<file path="config.mk">
export PLATFORM = sky130hd
export DESIGN_NAME = edge_gen
export DESIGN_NICKNAME = d
export VERILOG_FILES = /design/src/rtl/edge_gen_pkg.sv /design/src/rtl/edge_gen_cnt.sv /design/src/rtl/edge_gen.sv
export SDC_FILE = /design/constraint.sdc
export NUM_CORES = 1
export LEC_CHECK = 0
export ABC_AREA = 1
export CORE_MARGIN = 5
export CORE_UTILIZATION = 50
export DETAILED_ROUTE_END_ITERATION = 8
export PLACE_DENSITY = 0.83
export SYNTH_ARGS = -nofsm -noshare
export SYNTH_HDL_FRONTEND = slang
export SYNTH_SLANG_ARGS = --single-unit
</file>
<file path="constraint.sdc">
create_clock -name clk_i -period 2.4 [get_ports clk_i]
set_clock_uncertainty 0.1 [all_clocks]
set_input_delay 0.48 -clock clk_i [delete_from_list [all_inputs] [get_ports clk_i]]
set_output_delay 0.48 -clock clk_i [all_outputs]
set_load 0.05 [all_outputs]
</file>
<file path="src/rtl/edge_gen_pkg.sv">
`default_nettype none
// ============================================================================
// Module  : edge_gen_pkg
// Brief   : State encoding and width helpers shared by the edge_gen block.
// Revision: 1.0 - initial release
// ============================================================================
package edge_gen_pkg;

    // Widest counter the clamp helper supports; edge_gen casts into/out of it.
    localparam int MAX_W = 32;

    typedef enum logic [1:0] {
        ST_IDLE = 2'd0,
        ST_HIGH = 2'd1,
        ST_LOW  = 2'd2
    } state_t;

    function automatic logic [MAX_W-1:0] clamp_to_one(input logic [MAX_W-1:0] v);
        return (v == '0) ? MAX_W'(1) : v;
    endfunction

endpackage
`default_nettype wire

</file>
<file path="src/rtl/edge_gen_cnt.sv">
`default_nettype none
// ============================================================================
// Module  : edge_gen_cnt
// Brief   : Loadable down-counter with zero flag; saturates at zero.
// Revision: 1.0 - initial release
// ============================================================================
module edge_gen_cnt #(
    parameter int CNT_WIDTH = 16
) (
    input  logic                 clk,
    input  logic                 rst,
    input  logic                 i_load,
    input  logic [CNT_WIDTH-1:0] i_load_val,
    input  logic                 i_dec,
    output logic [CNT_WIDTH-1:0] o_count,
    output logic                 o_zero
);

    localparam logic [CNT_WIDTH-1:0] c_one = CNT_WIDTH'(1);

    logic [CNT_WIDTH-1:0] r_count;

    always_ff @(posedge clk) begin
        if (rst) begin
            r_count <= '0;
        end else if (i_load) begin
            r_count <= i_load_val;
        end else if (i_dec && (r_count != '0)) begin
            r_count <= r_count - c_one;
        end
    end

    assign o_count = r_count;
    assign o_zero  = (r_count == '0);

endmodule
`default_nettype wire

</file>
<file path="src/rtl/edge_gen.sv">
`default_nettype none
// ============================================================================
// Module  : edge_gen
// Brief   : Programmable pulse-train generator with edge strobes and done flag.
// Revision: 1.0 - initial release
// ============================================================================
module edge_gen
    import edge_gen_pkg::*;
#(
    parameter int CNT_WIDTH = 16
) (
    input  logic                 clk_i,
    input  logic                 rst_i,
    input  logic                 start_i,
    input  logic                 abort_i,
    input  logic [CNT_WIDTH-1:0] high_i,
    input  logic [CNT_WIDTH-1:0] low_i,
    input  logic [CNT_WIDTH-1:0] num_i,
    input  logic                 pol_i,
    output logic                 dat_o,
    output logic                 re_o,
    output logic                 fe_o,
    output logic                 busy_o,
    output logic                 done_o
);

    localparam logic [CNT_WIDTH-1:0] c_one = CNT_WIDTH'(1);

    state_t               r_state;
    state_t               w_next;
    logic                 r_pol;
    logic                 r_cont;
    logic [CNT_WIDTH-1:0] r_high;
    logic [CNT_WIDTH-1:0] r_low;
    logic                 r_dat;
    logic                 r_re;
    logic                 r_fe;
    logic                 r_done;

    logic                 w_accept;
    logic [CNT_WIDTH-1:0] w_high_c;
    logic [CNT_WIDTH-1:0] w_low_c;
    logic                 w_pol_next;
    logic                 w_dat_next;

    logic                 w_wload;
    logic [CNT_WIDTH-1:0] w_wval;
    logic                 w_wdec;
    logic [CNT_WIDTH-1:0] w_wcount;
    logic                 w_wzero;

    logic                 w_pload;
    logic [CNT_WIDTH-1:0] w_pval;
    logic                 w_pdec;
    logic [CNT_WIDTH-1:0] w_pcount;
    logic                 w_pzero;

    assign w_high_c = CNT_WIDTH'(clamp_to_one(MAX_W'(high_i)));
    assign w_low_c  = CNT_WIDTH'(clamp_to_one(MAX_W'(low_i)));
    assign w_accept = (r_state == ST_IDLE) && start_i && !abort_i;

    always_comb begin
        w_next  = r_state;
        w_wload = 1'b0;
        w_wval  = '0;
        w_wdec  = 1'b0;
        w_pload = 1'b0;
        w_pval  = '0;
        w_pdec  = 1'b0;
        case (r_state)
            ST_IDLE: begin
                if (w_accept) begin
                    w_next  = ST_HIGH;
                    w_wload = 1'b1;
                    w_wval  = w_high_c - c_one;
                    w_pload = 1'b1;
                    w_pval  = num_i;
                end
            end
            ST_HIGH: begin
                if (abort_i) begin
                    w_next = ST_IDLE;
                end else if (w_wzero) begin
                    w_next  = ST_LOW;
                    w_wload = 1'b1;
                    w_wval  = r_low - c_one;
                end else begin
                    w_wdec = 1'b1;
                end
            end
            ST_LOW: begin
                if (abort_i) begin
                    w_next = ST_IDLE;
                end else if (w_wzero) begin
                    // Continuous trains keep the pulse counter at 0 forever.
                    if (r_cont || (w_pcount > c_one)) begin
                        w_next  = ST_HIGH;
                        w_wload = 1'b1;
                        w_wval  = r_high - c_one;
                        w_pdec  = (w_pcount > c_one);
                    end else begin
                        w_next = ST_IDLE;
                    end
                end else begin
                    w_wdec = 1'b1;
                end
            end
            default: w_next = ST_IDLE;
        endcase
    end

    assign w_pol_next = w_accept ? pol_i : r_pol;
    assign w_dat_next = (w_next == ST_HIGH) ? ~w_pol_next : w_pol_next;

    always_ff @(posedge clk_i) begin
        if (rst_i) begin
            r_state <= ST_IDLE;
            r_pol   <= 1'b0;
            r_cont  <= 1'b0;
            r_high  <= '0;
            r_low   <= '0;
            r_dat   <= 1'b0;
            r_re    <= 1'b0;
            r_fe    <= 1'b0;
            r_done  <= 1'b0;
        end else begin
            r_state <= w_next;
            r_pol   <= w_pol_next;
            if (w_accept) begin
                r_high <= w_high_c;
                r_low  <= w_low_c;
                r_cont <= (num_i == '0);
            end
            r_dat  <= w_dat_next;
            r_re   <= w_dat_next & ~r_dat;
            r_fe   <= ~w_dat_next & r_dat;
            r_done <= (r_state == ST_LOW) && (w_next == ST_IDLE) && !abort_i;
        end
    end

    edge_gen_cnt #(
        .CNT_WIDTH (CNT_WIDTH)
    ) u_width_cnt (
        .clk        (clk_i),
        .rst        (rst_i),
        .i_load     (w_wload),
        .i_load_val (w_wval),
        .i_dec      (w_wdec),
        .o_count    (w_wcount),
        .o_zero     (w_wzero)
    );

    edge_gen_cnt #(
        .CNT_WIDTH (CNT_WIDTH)
    ) u_pulse_cnt (
        .clk        (clk_i),
        .rst        (rst_i),
        .i_load     (w_pload),
        .i_load_val (w_pval),
        .i_dec      (w_pdec),
        .o_count    (w_pcount),
        .o_zero     (w_pzero)
    );

    // Width count value and pulse zero flag are not needed by the FSM.
    logic w_unused;
    assign w_unused = ^{w_wcount, w_pzero};

    assign dat_o  = r_dat;
    assign re_o   = r_re;
    assign fe_o   = r_fe;
    assign busy_o = (r_state != ST_IDLE);
    assign done_o = r_done;

endmodule
`default_nettype wire

</file>
==> results of run 1 <==
## logic make-up after synthesis
logic type / after synthesis / synth area share, %
simple gates: 410 / 35.9
compound gates: 158 / 17.5
buf+inv: 108 / 8.82
fa+ha+maj: 11 / 2.74
xor+xnor: 36 / 6.28
flops: 72 / 28.7
## routing by layer
| metal | up-vias | wire, um | track usage, % | share of wire (%) |
|---|---|---|---|---|
| li1 | 2823 | - | - | - |
| met1 | 2485 | 6280 | 33.2 | 45 |
| met2 | 200 | 6390 | 37.3 | 46 |
| met3 | 23 | 1000 | 3.79 | 7.2 |
| met4 | 0 | 274 | 8.18 | 2.0 |
| met5 | - | 0 | 0 | 0 |
## placed cells by master (no fill, tap or decap), types with 3 or more instances in the layout
cell	n
or2_2	5
nor4_1	8
nand2_1	153
xor2_1	29
clkdlybuf4s50_1	55
inv_2	4
o21ai_1	11
buf_12	3
xnor2_1	7
clkbuf_8	10
nand4_1	14
nor3_1	11
a21oi_1	57
a21oi_2	6
nand2_2	5
nor2_4	4
nor2_2	14
dfxtp_1	72
a211oi_1	9
nand3_2	3
inv_1	81
nand2_4	4
buf_4	54
nand3_1	53
clkbuf_1	3
ha_1	10
a31oi_1	6
o21ai_0	56
nor2_1	133
## what timing repair did
action                                  CTS  global route
hold endpoints to repair                  0             0
hold buffers                              0             0
endpoints found under the setup margin    0             8
resized for setup                         0            19
buffers inserted                          0             1
## cell type report
type / count / area, sq um / share of cell area (%)
Clock buffer: 13 / 149 / 2.36
Clock inverter: 1 / 5.00 / 0.0794
Inverter: 85 / 319 / 5.06
Multi-Input combinational cell: 615 / 3190 / 50.6
Sequential cell: 72 / 1440 / 22.9
Tap cell: 133 / 166 / 2.64
Timing Repair Buffer: 113 / 1030 / 16.3
## sequential cells by signal, summed over array words and instances (netlist names), 2 cells and up
signal / flops
r_low: 16
u_pulse_cnt.o_count: 16
r_state: 2
u_width_cnt.o_count: 16
r_high: 16
## worst max-delay path: stages
cell	delay [ps]
clkdlybuf4s50_1	450
nor2_2	140
nand2_1	100
nor2_2	110
nand2_1	110
nand2_2	80
inv_1	70
ha_4	180
nand2_4	90
inv_2	60
nand2_2	90
o21ai_1	60
a21oi_1	110
a21oi_1	50
o21ai_0	90
nand2_1	90
a21oi_2	110
## through the flow
step / util, % / setup slack [ps]
2_1_floorplan: - / 142
3_3_place_gp: 62.3 / -263
3_5_place_dp: 62.3 / -322
4_1_cts: 63.9 / 19.8
5_1_grt: 64.5 / -72.7
6_report: 64.5 / 104
## power groups by stage
stage,Sequential [mW],Combinational [mW],Clock (mW)
CTS,1.38,1.20,0.827
detailed placement,1.41,1.19,0
global placement,1.40,1.17,0
global route,1.39,1.36,0.893
floorplan,1.40,0.816,0
finish,1.38,1.22,0.820
## worst max-delay path by stage
stage                   start                                   to  slack (ps)  cells past startpoint
floorplan           high_i[8]  u_width_cnt.o_count[6]$_SDFFE_PP0P_         140                     16
global placement    high_i[8]  u_width_cnt.o_count[6]$_SDFFE_PP0P_        -260                     17
detailed placement  high_i[8]  u_width_cnt.o_count[6]$_SDFFE_PP0P_        -320                     17
CTS                 high_i[8]  u_width_cnt.o_count[6]$_SDFFE_PP0P_          20                     17
global route        high_i[4]  u_width_cnt.o_count[6]$_SDFFE_PP0P_         -70                     17
finish              high_i[4]  u_width_cnt.o_count[6]$_SDFFE_PP0P_         100                     17
==> flow_metrics.py, run 1 <==
metrics = {
    "timing": {
        "layout_worst_path_cycle_share_pct": 95.7,
        "drv_slew": 0,
        "fin_crit_ps": 2300,
        "setup_viol": 0,
        "hold_ws_ps": 337,
        "clock.fmax_mhz": 436,
        "tightest_slew_ps": 505,
        "slew_headroom_pct": 66.2,
        "tns_ps": 0,
        "hold_viol": 0,
    },
    "hold_path": {
        "hold_depth": 1,
        "min_path_type": "flop to flop",
        "hold_end": "re_o$_SDFF_PP0_",
        "hp-start": "dat_o$_SDFF_PP0_",
    },
    "synth": {
        "netlist_instances": 795,
        "synth_top_area_share_pct": 28.7,
        "yosysTopAreaCell": "dfxtp_1",
        "synth_area_leaders": "dfxtp_1, nand2_1, nor2_1",
        "ys_seq_area_share_pct": 28.7,
        "synth.net_count": 859,
        "syn_area_sq_mm": 0.00502,
        "async_reset_ff_share_pct": 0,
        "synth_edf_count": 0,
        "ys.flop_type": "dfxtp_1",
        "syn_avg_cell_area_sq_um": 6.32,
        "synth_cell_types": 42,
        "ys_ff_latch": 72,
        "synth_most_common_cell": "nand2_1",
        "synth_commonest_cells": "nand2_1, nor2_1, inv_1",
        "synth-warning-count": 0,
    },
    "pwr": {
        "clockPowerShare_pct": 24.0,
        "p_switching_mw": 1.25,
        "p_total_mw": 3.42,
        "leakage_nw": 2.78,
        "ir_drop_mv": 0.456,
        "seqPwrFrac_pct": 40.4,
        "comb_power_share_pct": 35.7,
        "pwr_density_cell_mw_per_mm2": 543,
        "p_int_mw": 2.17,
        "switching_share_pct": 36.5,
    },
    "clock_network": {
        "tritoncts": "done",
        "clock_path_buffers": 2,
        "h-tree-depth": 3,
        "cts_made_buffers": 9,
        "cts_sinks": 72,
        "insertion_delay_ps": 340,
        "path_clk_slew_ps": 70,
        "cts-root-buf": "clkbuf_8",
    },
    "detailed_routing": {
        "dr.pass1.iters": 5,
        "vias_per_cell": 5.36,
        "vias": 5531,
        "first_iter_violations": 381,
        "wire_per_inst_um": 13.5,
        "drtAntennaViolNets": 0,
        "drt-total-wl_um": 13900,
        "drcViolationCount": 0,
    },
    "placement": {
        "dpl.cell_count": 1017,
        "placedInstanceArea_sq_mm": 0.00609,
        "dp_hpwl_um": 10700,
        "numPortBuffers": 57,
        "place_congestion": 0.999,
    },
    "global_route": {
        "overflow": 0,
        "grt_max_degree": 37,
        "grt_usage_pct": 23.8,
        "antenna_found_initial": 0,
        "grt_pass1_wl_um": 22900,
        "grt_pass1_vias": 4899,
    },
    "layout": {
        "layout.nets": 960,
        "area_delta_synth_final_pct": 25.4,
        "fin_cells": 1032,
        "final.fill_count": 881,
        "drive_gt1_share_pct": 13.0,
        "diodes": 0,
        "fin_area_sq_mm": 0.00630,
    },
    "setup_path": {
        "reg2reg_from": "u_pulse_cnt.o_count[0]$_SDFFE_PP0P_",
        "reg2reg_slack_ps": 260,
        "worst_ep_required_time_ps": 2570,
        "cp-start-kind": "primary input",
        "worst-r2r-cell-count": 11,
        "worstSetupPathType": "primary input to flop",
        "r2r-end": "u_width_cnt.o_count[11]$_SDFFE_PP0P_",
        "crit_fanout": 4,
        "worst_ep_arrival_time_ps": 2470,
        "worst_setup_path_end_kind": "flop",
    },
    "die": {
        "pin_count": 58,
        "chipHeight_um": 110,
        "die_area_sq_mm": 0.0121,
        "rows": 36,
        "chipWidth_um": 110,
        "core_area_sq_mm": 0.00977,
        "initial_core_util_pct": 51.4,
    },
    "run": {
        "cap_violations": 0,
    },
    "status": {
        "status": "complete, no violations",
    },
}
Note: power is estimated with default switching activity, not from simulation.
==> run 2, diff against run 1 <==
--- a/config.mk
+++ b/config.mk
@@ -6,7 +6,7 @@
 export NUM_CORES = 1
 export LEC_CHECK = 0
 export ABC_AREA = 1
-export CORE_MARGIN = 5
+export CORE_MARGIN = 1.5
 export CORE_UTILIZATION = 50
 export DETAILED_ROUTE_END_ITERATION = 8
 export PLACE_DENSITY = 0.83
==> run 2 against run 1 <==
Clock-buffer cell count grew 1. Worst hold slack better by 11 ps. Critical path depth unchanged. Register-to-register slack about the same. Total power is 3.2% higher. Sequential power barely moved. Maximum frequency down 0.82%. Critical endpoint is now u_width_cnt.o_count[10]$_SDFFE_PP0P_. Largest cell class unchanged.
==> flow_metrics.py, run 2 (synthesized netlist as in run 1, its figures left out) <==
metrics = {
    "clock_network": {
        "clock_path_buffers": 2,
        "path_clk_slew_ps": 80,
        "cts_made_buffers": 9,
        "cts_setup_buffers": 0,
        "cts_hold_buf": 0,
        "h-tree-depth": 3,
        "tritoncts": "done",
        "cts-root-buf": "clkbuf_8",
        "insertion_delay_ps": 360,
        "cts_sinks": 72,
    },
    "timing": {
        "clock.fmax_mhz": 432,
        "tns_ps": 0,
        "slew_headroom_pct": 65.0,
        "tightest_slew_ps": 523,
        "drv_slew": 0,
        "fin_crit_ps": 2310,
        "setup_viol": 0,
        "hold_viol": 0,
        "layout_worst_path_cycle_share_pct": 96.5,
    },
    "layout": {
        "fin_cells": 1030,
        "final.fill_count": 894,
        "diodes": 0,
        "register_area_sq_mm": 0.00144,
        "final_util_pct": 64.3,
        "final_common_cell": "nand2_1",
        "multi_input_comb_area_sq_mm": 0.00317,
        "drive_gt1_share_pct": 12.6,
        "final_cell_mix": "nand2_1, nor2_1, inv_1",
        "area_delta_synth_final_pct": 25.2,
        "layout.nets": 956,
    },
    "setup_path": {
        "cp_cell_sequence": "clkdlybuf4s50_1 -> nor2_2 -> nand2_1 -> nor2_2 -> nand2_1 -> nand2_1 -> inv_1 -> ha_2 -> nand2_4 -> nor2_4 -> nand2_1 -> o21ai_1 -> a21oi_1 -> nor2_1 -> o21ai_0 -> nand2_1 -> a21oi_2",
        "slowest_stage": "clkdlybuf4s50_1",
        "critPathMaxStageDelay_ps": 520,
        "worst_path_dominant_cell_family": "simple AND/OR/NAND/NOR gates",
        "worst_setup_path_end_kind": "flop",
        "critPathBufInv": 2,
        "crit_fanout": 4,
        "worstSetupPathType": "primary input to flop",
        "worst_ep_arrival_time_ps": 2470,
        "worst_ep_required_time_ps": 2550,
        "cp-start-kind": "primary input",
        "cpMostUsedCell": "nand2_1",
    },
    "die": {
        "initial_core_util_pct": 51.4,
        "core_area_sq_mm": 0.00977,
        "chipWidth_um": 103,
        "die_area_sq_mm": 0.0107,
        "rows": 36,
        "chipHeight_um": 103,
        "pin_count": 58,
    },
    "global_route": {
        "grt_pass1_wl_um": 23000,
        "antenna_found_initial": 0,
        "grt_max_degree": 47,
        "grt_pass1_vias": 5023,
        "overflow": 0,
        "grt_usage_pct": 27.4,
    },
    "detailed_routing": {
        "dr.pass1.iters": 8,
        "wire_per_inst_um": 13.3,
        "drcViolationCount": 0,
        "drtAntennaViolNets": 0,
        "first_iter_violations": 486,
        "vias_per_cell": 5.30,
        "drt-total-wl_um": 13700,
        "vias": 5464,
    },
    "pwr": {
        "ir_drop_mv": 0.289,
        "pwr_density_cell_mw_per_mm2": 562,
        "p_total_mw": 3.53,
        "leakage_nw": 2.79,
    },
    "placement": {
        "place_congestion": 0.982,
        "dpl.cell_count": 1014,
        "numPortBuffers": 57,
        "dp_hpwl_um": 10200,
    },
    "hold_path": {
        "min_path_type": "flop to flop",
    },
    "run": {
        "cap_violations": 0,
    },
    "status": {
        "status": "complete, no violations",
    },
}
run 2: cell count changes in the layout (fill, tap and decap cells not counted), sizes merged:
cell and change:
buf -4, clkbuf +1, clkdlybuf4s50 -1, dlymetal6s2s +1, clkinvlp +1
run 2: cell type report:
type | instances | area share [%]
clock inverters | 2 | 0.199
repair buffers | 109 | 15.9
multi-input cells | 615 | 50.5
flip-flops and latches | 72 | 22.9
clock buffers | 14 | 2.75
inverters | 85 | 5.08
well taps | 133 | 2.65
run 2: worst paths after layout:
check / startpoint / end / slack [ps] / cells past startpoint
worst max-delay path: high_i[4] / u_width_cnt.o_count[10]$_SDFFE_PP0P_ / 90 / 17
worst min-delay path: dat_o$_SDFF_PP0_ / re_o$_SDFF_PP0_ / 350 / 1
worst max register to register: u_width_cnt.o_count[0]$_SDFFE_PP0P_ / u_pulse_cnt.o_count[1]$_SDFFE_PP0P_ / 270 / 12
worst min register to register: dat_o$_SDFF_PP0_ / re_o$_SDFF_PP0_ / 350 / 1
run 2: routing by layer:
layer  track usage [%]  wire length [um]  share of wire [%]
met2              43.7              6060                 44
met5                 0                 0                  0
met4              9.56               389                2.8
met1              38.2              6450                 47
met3              3.43               811                5.9
run 2: power by group:
part,switching (mW),internal [mW]
combinational,0.718,0.483
clock,0.487,0.461
sequential,0.0938,1.29
total,1.30,2.23
run 2: metrics by stage:
step	worst slack (ps)	hold slack (ps)	instance area, sq um
3_3_place_gp	-269	330	6070
2_1_floorplan	142	357	5020
4_1_cts	19.2	346	6250
6_report	85.1	348	6290
3_5_place_dp	-328	333	6070
5_1_grt	-44.9	366	6290
run 2: worst reg2reg max path, delay by kind of cell, from the launching register on:
| kind | cells | cell delay [ps] |
|---|---|---|
| and+or+nand+nor | 7 | 920 |
| AOI/OAI and AO/OA | 1 | 50 |
| DFF | 1 | 300 |
| adders and majority gates | 1 | 240 |
| buffers and inverters | 3 | 420 |
run 2: timing repair:
action,in CTS,in global routing
resized for setup,0,16
hold endpoints to repair,0,0
endpoints found under the setup margin,0,10
